===== config.mk =====
export PLATFORM = sky130hd
export DESIGN_NAME = dmem_arbiter
export DESIGN_NICKNAME = d
export VERILOG_FILES = /design/src/rtl/dmem_arbiter.sv
export SDC_FILE = /design/constraint.sdc
export NUM_CORES = 1
export LEC_CHECK = 0
export CORE_AREA = 2 2 108 110
export CTS_CLUSTER_DIAMETER = 200
export CTS_CLUSTER_SIZE = 40
export DETAILED_ROUTE_END_ITERATION = 6
export DIE_AREA = 0 0 110 112
export PLACE_DENSITY_LB_ADDON = 0.25
export SYNTH_ARGS = -nofsm -noshare
export SYNTH_HDL_FRONTEND = slang
export SYNTH_SLANG_ARGS = --single-unit

===== constraint.sdc =====
create_clock -name clk -period 1.9 [get_ports clk]
set_input_delay 0.38 -clock clk [delete_from_list [all_inputs] [get_ports clk]]
set_output_delay 0.38 -clock clk [all_outputs]
set_load 0.01 [all_outputs]

===== src/rtl/dmem_arbiter.sv =====
// Shares the single-port data memory between the core memory stage and the debug port.
// Core wins by default; a bounded wait counter forces a one-cycle debug slot.
module dmem_arbiter #(
    parameter int ADDR_W   = 10,
    parameter int DATA_W   = 32,
    parameter int MAX_WAIT = 4
) (
    input  logic              clk,
    input  logic              rst_n,
    input  logic              c_re,
    input  logic              c_we,
    input  logic [31:0]       c_addr,
    input  logic [DATA_W-1:0] c_wdata,
    output logic [DATA_W-1:0] c_rdata,
    output logic              c_stall,
    output logic              c_err,
    input  logic              d_req,
    input  logic              d_we,
    input  logic [31:0]       d_addr,
    input  logic [DATA_W-1:0] d_wdata,
    output logic              d_gnt,
    output logic              d_rvalid,
    output logic [DATA_W-1:0] d_rdata,
    output logic              d_err,
    output logic              m_re,
    output logic              m_we,
    output logic [ADDR_W-1:0] m_addr,
    output logic [DATA_W-1:0] m_wdata,
    input  logic [DATA_W-1:0] m_rdata
);
    localparam int WAIT_W = $clog2(MAX_WAIT + 1);
    localparam logic [WAIT_W-1:0] WAIT_LAST = WAIT_W'(MAX_WAIT - 1);

    typedef enum logic {ARB, DBG} state_t;

    state_t            state, state_nxt;
    logic [WAIT_W-1:0] wait_cnt, wait_nxt;
    logic              c_req, c_in, d_in;
    logic              sel_core, sel_dbg;

    assign c_req = c_re | c_we;
    assign c_in  = (c_addr[31:ADDR_W] == '0);
    assign d_in  = (d_addr[31:ADDR_W] == '0);

    always_comb begin
        state_nxt = ARB;
        wait_nxt  = wait_cnt;
        sel_core  = 1'b0;
        sel_dbg   = 1'b0;
        c_stall   = 1'b0;
        unique case (state)
            ARB: begin
                if (d_req && !c_req) begin
                    sel_dbg = 1'b1;
                end else begin
                    sel_core = c_req;
                    if (d_req) begin
                        if (wait_cnt == WAIT_LAST) state_nxt = DBG;
                        else                       wait_nxt  = wait_cnt + WAIT_W'(1);
                    end
                end
            end
            DBG: begin
                // A dropped debug request here hands the slot back to the core.
                if (d_req) begin
                    sel_dbg = 1'b1;
                    c_stall = c_req;
                end else begin
                    sel_core = c_req;
                end
            end
            default: ;
        endcase
        if (sel_dbg || !d_req) wait_nxt = '0;
    end

    assign d_gnt   = sel_dbg;
    assign m_re    = sel_dbg ? (~d_we & d_in) : (sel_core & c_re & c_in);
    assign m_we    = sel_dbg ? ( d_we & d_in) : (sel_core & c_we & c_in);
    assign m_addr  = sel_dbg ? d_addr[ADDR_W-1:0] : c_addr[ADDR_W-1:0];
    assign m_wdata = sel_dbg ? d_wdata : c_wdata;
    assign c_err   = sel_core & ~c_in;
    assign c_rdata = (sel_core & c_re & c_in) ? m_rdata : '0;

    always_ff @(posedge clk or negedge rst_n) begin
        if (!rst_n) begin
            state    <= ARB;
            wait_cnt <= '0;
            d_rvalid <= 1'b0;
            d_rdata  <= '0;
            d_err    <= 1'b0;
        end else begin
            state    <= state_nxt;
            wait_cnt <= wait_nxt;
            d_rvalid <= sel_dbg & ~d_we;
            d_err    <= sel_dbg & ~d_in;
            if (sel_dbg && !d_we) d_rdata <= d_in ? m_rdata : '0;
        end
    end
endmodule


# Word-level counts from Yosys, hierarchy flattened
# Index checks and enable logic that the tools add are counted.
[word_totals]
reg_bits = 38
inputBits = 166
out_inout_bits = 113
wordCells = 57
[classes]
add_sub_neg = 1
n_eq_ne = 4
muxes = 23
n_bitwise = 14
n_reduce_logical = 10
[op_table]
columns = ["op", "count"]
rows = [
  ["$mux W32", 3],
  ["$logic_not A22 Y1", 2],
  ["$mux W3", 5],
  ["$mux W1", 12],
  ["$mux W10", 1],
  ["$and A1 B1 Y1", 9],
  ["$ne A2 B1 Y1 const B", 3],
  ["$not A1 Y1", 4],
  ["$pmux W1 S2", 2],
  ["$reduce_and A4 Y1", 1],
  ["$add A3 B1 Y3 const B", 1],
  ["$eq A3 B2 Y1 const B", 1],
  ["$logic_not A1 Y1", 3],
  ["$logic_and A1 B1 Y1", 2],
  ["$reduce_bool A2 Y1", 1],
  ["$logic_or A1 B1 Y1", 1],
  ["$or A1 B1 Y1", 1],
]

# Longest topological paths before layout
[logic_depth]
word_depth = 8
depth_mapped = 6

# Least setup slack after synthesis
# OpenSTA, ideal clock, no wires.
[synth_timing]
path_type = "in2out"
startpoint = "in c_addr[11]"
endpoint = "out c_rdata[10]"
arrival_ps = 1410
required_time_ps = 1520
path_slack_ps = 110
stages = 5
n_path_buf = 1
cell_sequence = "nor4_1 nand4_1 nor3_2 buf_2 and2_1"
[synth_between]
elab_chain_len = 3
[synth_lines]
columns = ["element", "line_no", "rtl"]
rows = [
  ["start, declared", "12", "input logic [31:0] c_addr,"],
  ["$logic_not A22 Y1", "42", "assign c_in = (c_addr[31:ADDR_W] == '0);"],
  ["$and A1 B1 Y1", "83", "assign c_rdata = (sel_core & c_re & c_in) ? m_rdata : '0;"],
  ["$mux W32", "83", ""],
  ["end, declared", "14", "output logic [DATA_W-1:0] c_rdata,"],
]
# No other way between the ends.

# Final worst setup path
[layout_timing]
startpoint = "in c_addr[21]"
endpoint = "out c_rdata[25]"
# Same word-level chain as after synthesis.

==> results.py <==
metrics = {
    "finish": {
        "fin_util": 0.5820,
        "fin_cells": 764,
        "antennaDiodeCount": 0,
        "multi_input_area_sq_mm": 0.001798,
        "design_area_sq_mm": 0.006504,
        "final_cell_mix": "clkdlybuf4s50_1 (151), buf_6 (82), nand2_1 (62)",
        "drive_gt1_frac": 0.4928,
        "final_common_cell": "clkdlybuf4s50_1",
        "syn_to_final_growth_pct": 177.7,
        "seqCellArea_sq_um": 952.2,
        "nNetsFinal": 789,
        "fill_cells": 961,
    },
    "synth": {
        "yosys.cell_types.count": 29,
        "yosys_warnings": 0,
        "synthXorXnorAreaFrac": 0.003739,
        "syn_area_per_cell_sq_um": 7.994,
        "yosysSeqAreaShare": 0.4060,
        "netlist_instances": 293,
        "synth_top_area_frac": 0.4060,
        "synthMuxAreaShare": 0.004274,
        "syn_area_sq_mm": 0.002342,
        "synth_compound_area_frac": 0.1357,
        "synthAdderAreaFrac": 0.01068,
        "syn_nets": 461,
        "yosysTopAreaCell": "dfrtp_1",
        "synth-simple-area-share": 0.3948,
        "synth.area.top_cells": "dfrtp_1 (41%), nand2_1 (21%), a22o_1 (12%)",
        "ys_ff_latch": 38,
        "synth_top_family_by_area": "simple AND/OR/NAND/NOR gates",
    },
    "cts": {
        "cts_sinks": 38,
        "cts_buffers": 5,
        "clock-root-buffer": "clkbuf_16",
        "htree_num_levels": 2,
        "clk_pin_slew_ns": 0.06,
        "cts_tree": "yes",
        "worstSkewPairLatency_ns": 0.27,
        "cts_buffer_depth": 2,
    },
    "floorplan": {
        "dieArea_sq_mm": 0.01232,
        "start_util": 0.2096,
        "die_y_um": 112,
        "coreArea_sq_mm": 0.01117,
        "dieWidth_um": 110,
        "io_pins": 279,
        "rows": 39,
    },
    "place": {
        "place_area_sq_mm": 0.005411,
        "dp_cells": 715,
        "routabilityCongestion": 0.8163,
        "numPortBuffers": 278,
        "place.detailed.hpwl_um": 8582,
    },
    "min_path": {
        "hold_class": "in -> async",
    },
    "route": {
        "drcViolationCount": 0,
        "via_count": 3429,
        "firstDrtPassIters": 4,
        "detail_route.vias_per_cell": 4.488,
        "wl_per_cell_um": 17.17,
        "detail_route.wirelength_um": 13120,
        "ant_nets": 0,
        "drtIter0Drc": 98,
    },
    "timing": {
        "rsz0062_at_grt": "yes",
        "period_needed_ns": 2.298,
        "relSlewSlack": 0.5710,
        "setup_viol": 74,
        "fin_ws_ns": -0.3984,
        "fin_skew_ns": 0.003122,
        "fmax_ghz": 0.4351,
        "hold_viol_final": 0,
        "slew_viol_final": 0,
        "tns_ns": -16.85,
        "worst_pin_slew_ns": 0.6414,
        "period_share": 1.210,
    },
    "run_status": {
        "violations": "negative setup slack",
        "status": "complete, but fails checks",
    },
    "setup_path": {
        "r2r-end": "d_rdata[15]$_DFFE_PN0P_",
        "path_max_fanout": 6,
        "start_kind": "primary input",
        "crit_buf_inv": 6,
        "crit_family": "buffers and inverters",
        "crit_cells": 10,
        "cp_cell_sequence": "buf_2 -> nor4_4 -> nand4_1 -> buf_4 -> nor3_4 -> buf_6 -> buf_12 -> buf_12 -> and2_4 -> buf_6",
        "critPathArrivalTime_ns": 1.92,
        "crit_path_end_kind": "output pin",
        "worst_path_max_delay_cell": "nor4_4",
        "r2r-start": "state$_DFF_PN0_",
        "reg2reg_slack_ns": 0.21,
        "required_ns": 1.52,
        "slowest_delay_ns": 0.25,
        "worst-setup-path-type": "in -> out",
        "reg2reg_depth": 4,
    },
    "global_routing": {
        "overflow": 0,
        "grt_pass1_wl_um": 18050,
        "antenna_found_initial": 0,
        "grtUsageTotal": 0.1907,
        "grt_pass1_vias": 3527,
        "grt_max_degree": 39,
    },
    "power": {
        "peakVddDrop_mv": 0.3344,
        "leakagePower_nw": 3.145,
        "powerDensity_mw_per_mm2": 378.6,
    },
    "job": {
        "drv_cap": 0,
    },
}
state kept, by name, summed over array words and instances (netlist names):
register  cells
d_rvalid      1
state         1
wait_cnt      3
d_rdata      32
d_err         1
cell families (layout without fill, tap and decap cells):
group / count (synthesis) / in the layout
AOI/OAI and AO/OA: 37 / 37
xor gates and xnor gates: 1 / 1
adders and majority gates: 2 / 2
buffers and inverters: 21 / 348
DFF: 38 / 38
muxes: 1 / 1
and+or+nand+nor: 193 / 194
Yosys cell counts, drive strengths merged:
cell type / instances
o21ba: 1
nor4: 10
xor2: 1
inv: 4
nand4: 2
ha: 2
and2: 32
or2: 1
a22o: 32
a211oi: 1
and3: 1
o21ai: 1
mux2i: 1
a21oi: 1
nand2: 131
dfrtp: 38
a32o: 1
nor2: 12
clkbuf: 11
nor3: 3
buf: 6
nand3b: 1
metal layers:
layer,vias to the layer above,global-route usage,wire length (um)
met3,14,0.05504,1145
met1,1617,0.1973,4850
met4,0,0.04557,229
met2,173,0.3669,6890
li1,1625,-,-
met5,-,0,0
final cells by class:
type / count / share of cell area
repair buffers: 337 / 0.5246
multi-input cells: 235 / 0.2765
inverters: 4 / 0.003463
clock inverters: 2 / 0.002309
well taps: 143 / 0.02751
clock buffers: 5 / 0.01924
flip-flops and latches: 38 / 0.1464
stage by stage:
| stage | total power [mW] | hold slack [ns] | setup slack, ns |
|---|---|---|---|
| CTS | 2.377 | 0.1704 | -0.4156 |
| global route | 2.580 | 0.2019 | -0.4666 |
| detailed placement | 1.578 | 0.4682 | -0.9654 |
| global placement | 1.571 | 0.4625 | -0.9237 |
| finish | 2.462 | 0.1521 | -0.3984 |
| floorplan | 0.9944 | 0.08441 | 0.1105 |
power by group:
part | switching [mW] | leakage [nW] | internal [mW] | total (mW)
combinational | 0.340 | 2.56 | 0.501 | 0.841
sequential | 0.00387 | 0.527 | 0.816 | 0.820
clock | 0.323 | 0.0619 | 0.478 | 0.802
how the worst max path moves through the flow:
stage                    start          end  slack (ns)
global route        c_addr[21]  c_rdata[25]       -0.47
global placement    c_addr[11]   c_rdata[0]       -0.92
floorplan           c_addr[11]  c_rdata[10]        0.11
detailed placement  c_addr[25]  c_rdata[12]       -0.97
CTS                 c_addr[12]  c_rdata[25]       -0.42
finish              c_addr[21]  c_rdata[25]       -0.40
timing repair:
item,in CTS,in global routing
pin swaps,66,73
buffers inserted,32,10
gates cloned,7,6
hold buffers,0,0
gates resized for setup,557,156
setup endpoints to repair,111,109
Note: power is estimated with default switching activity, not from simulation.
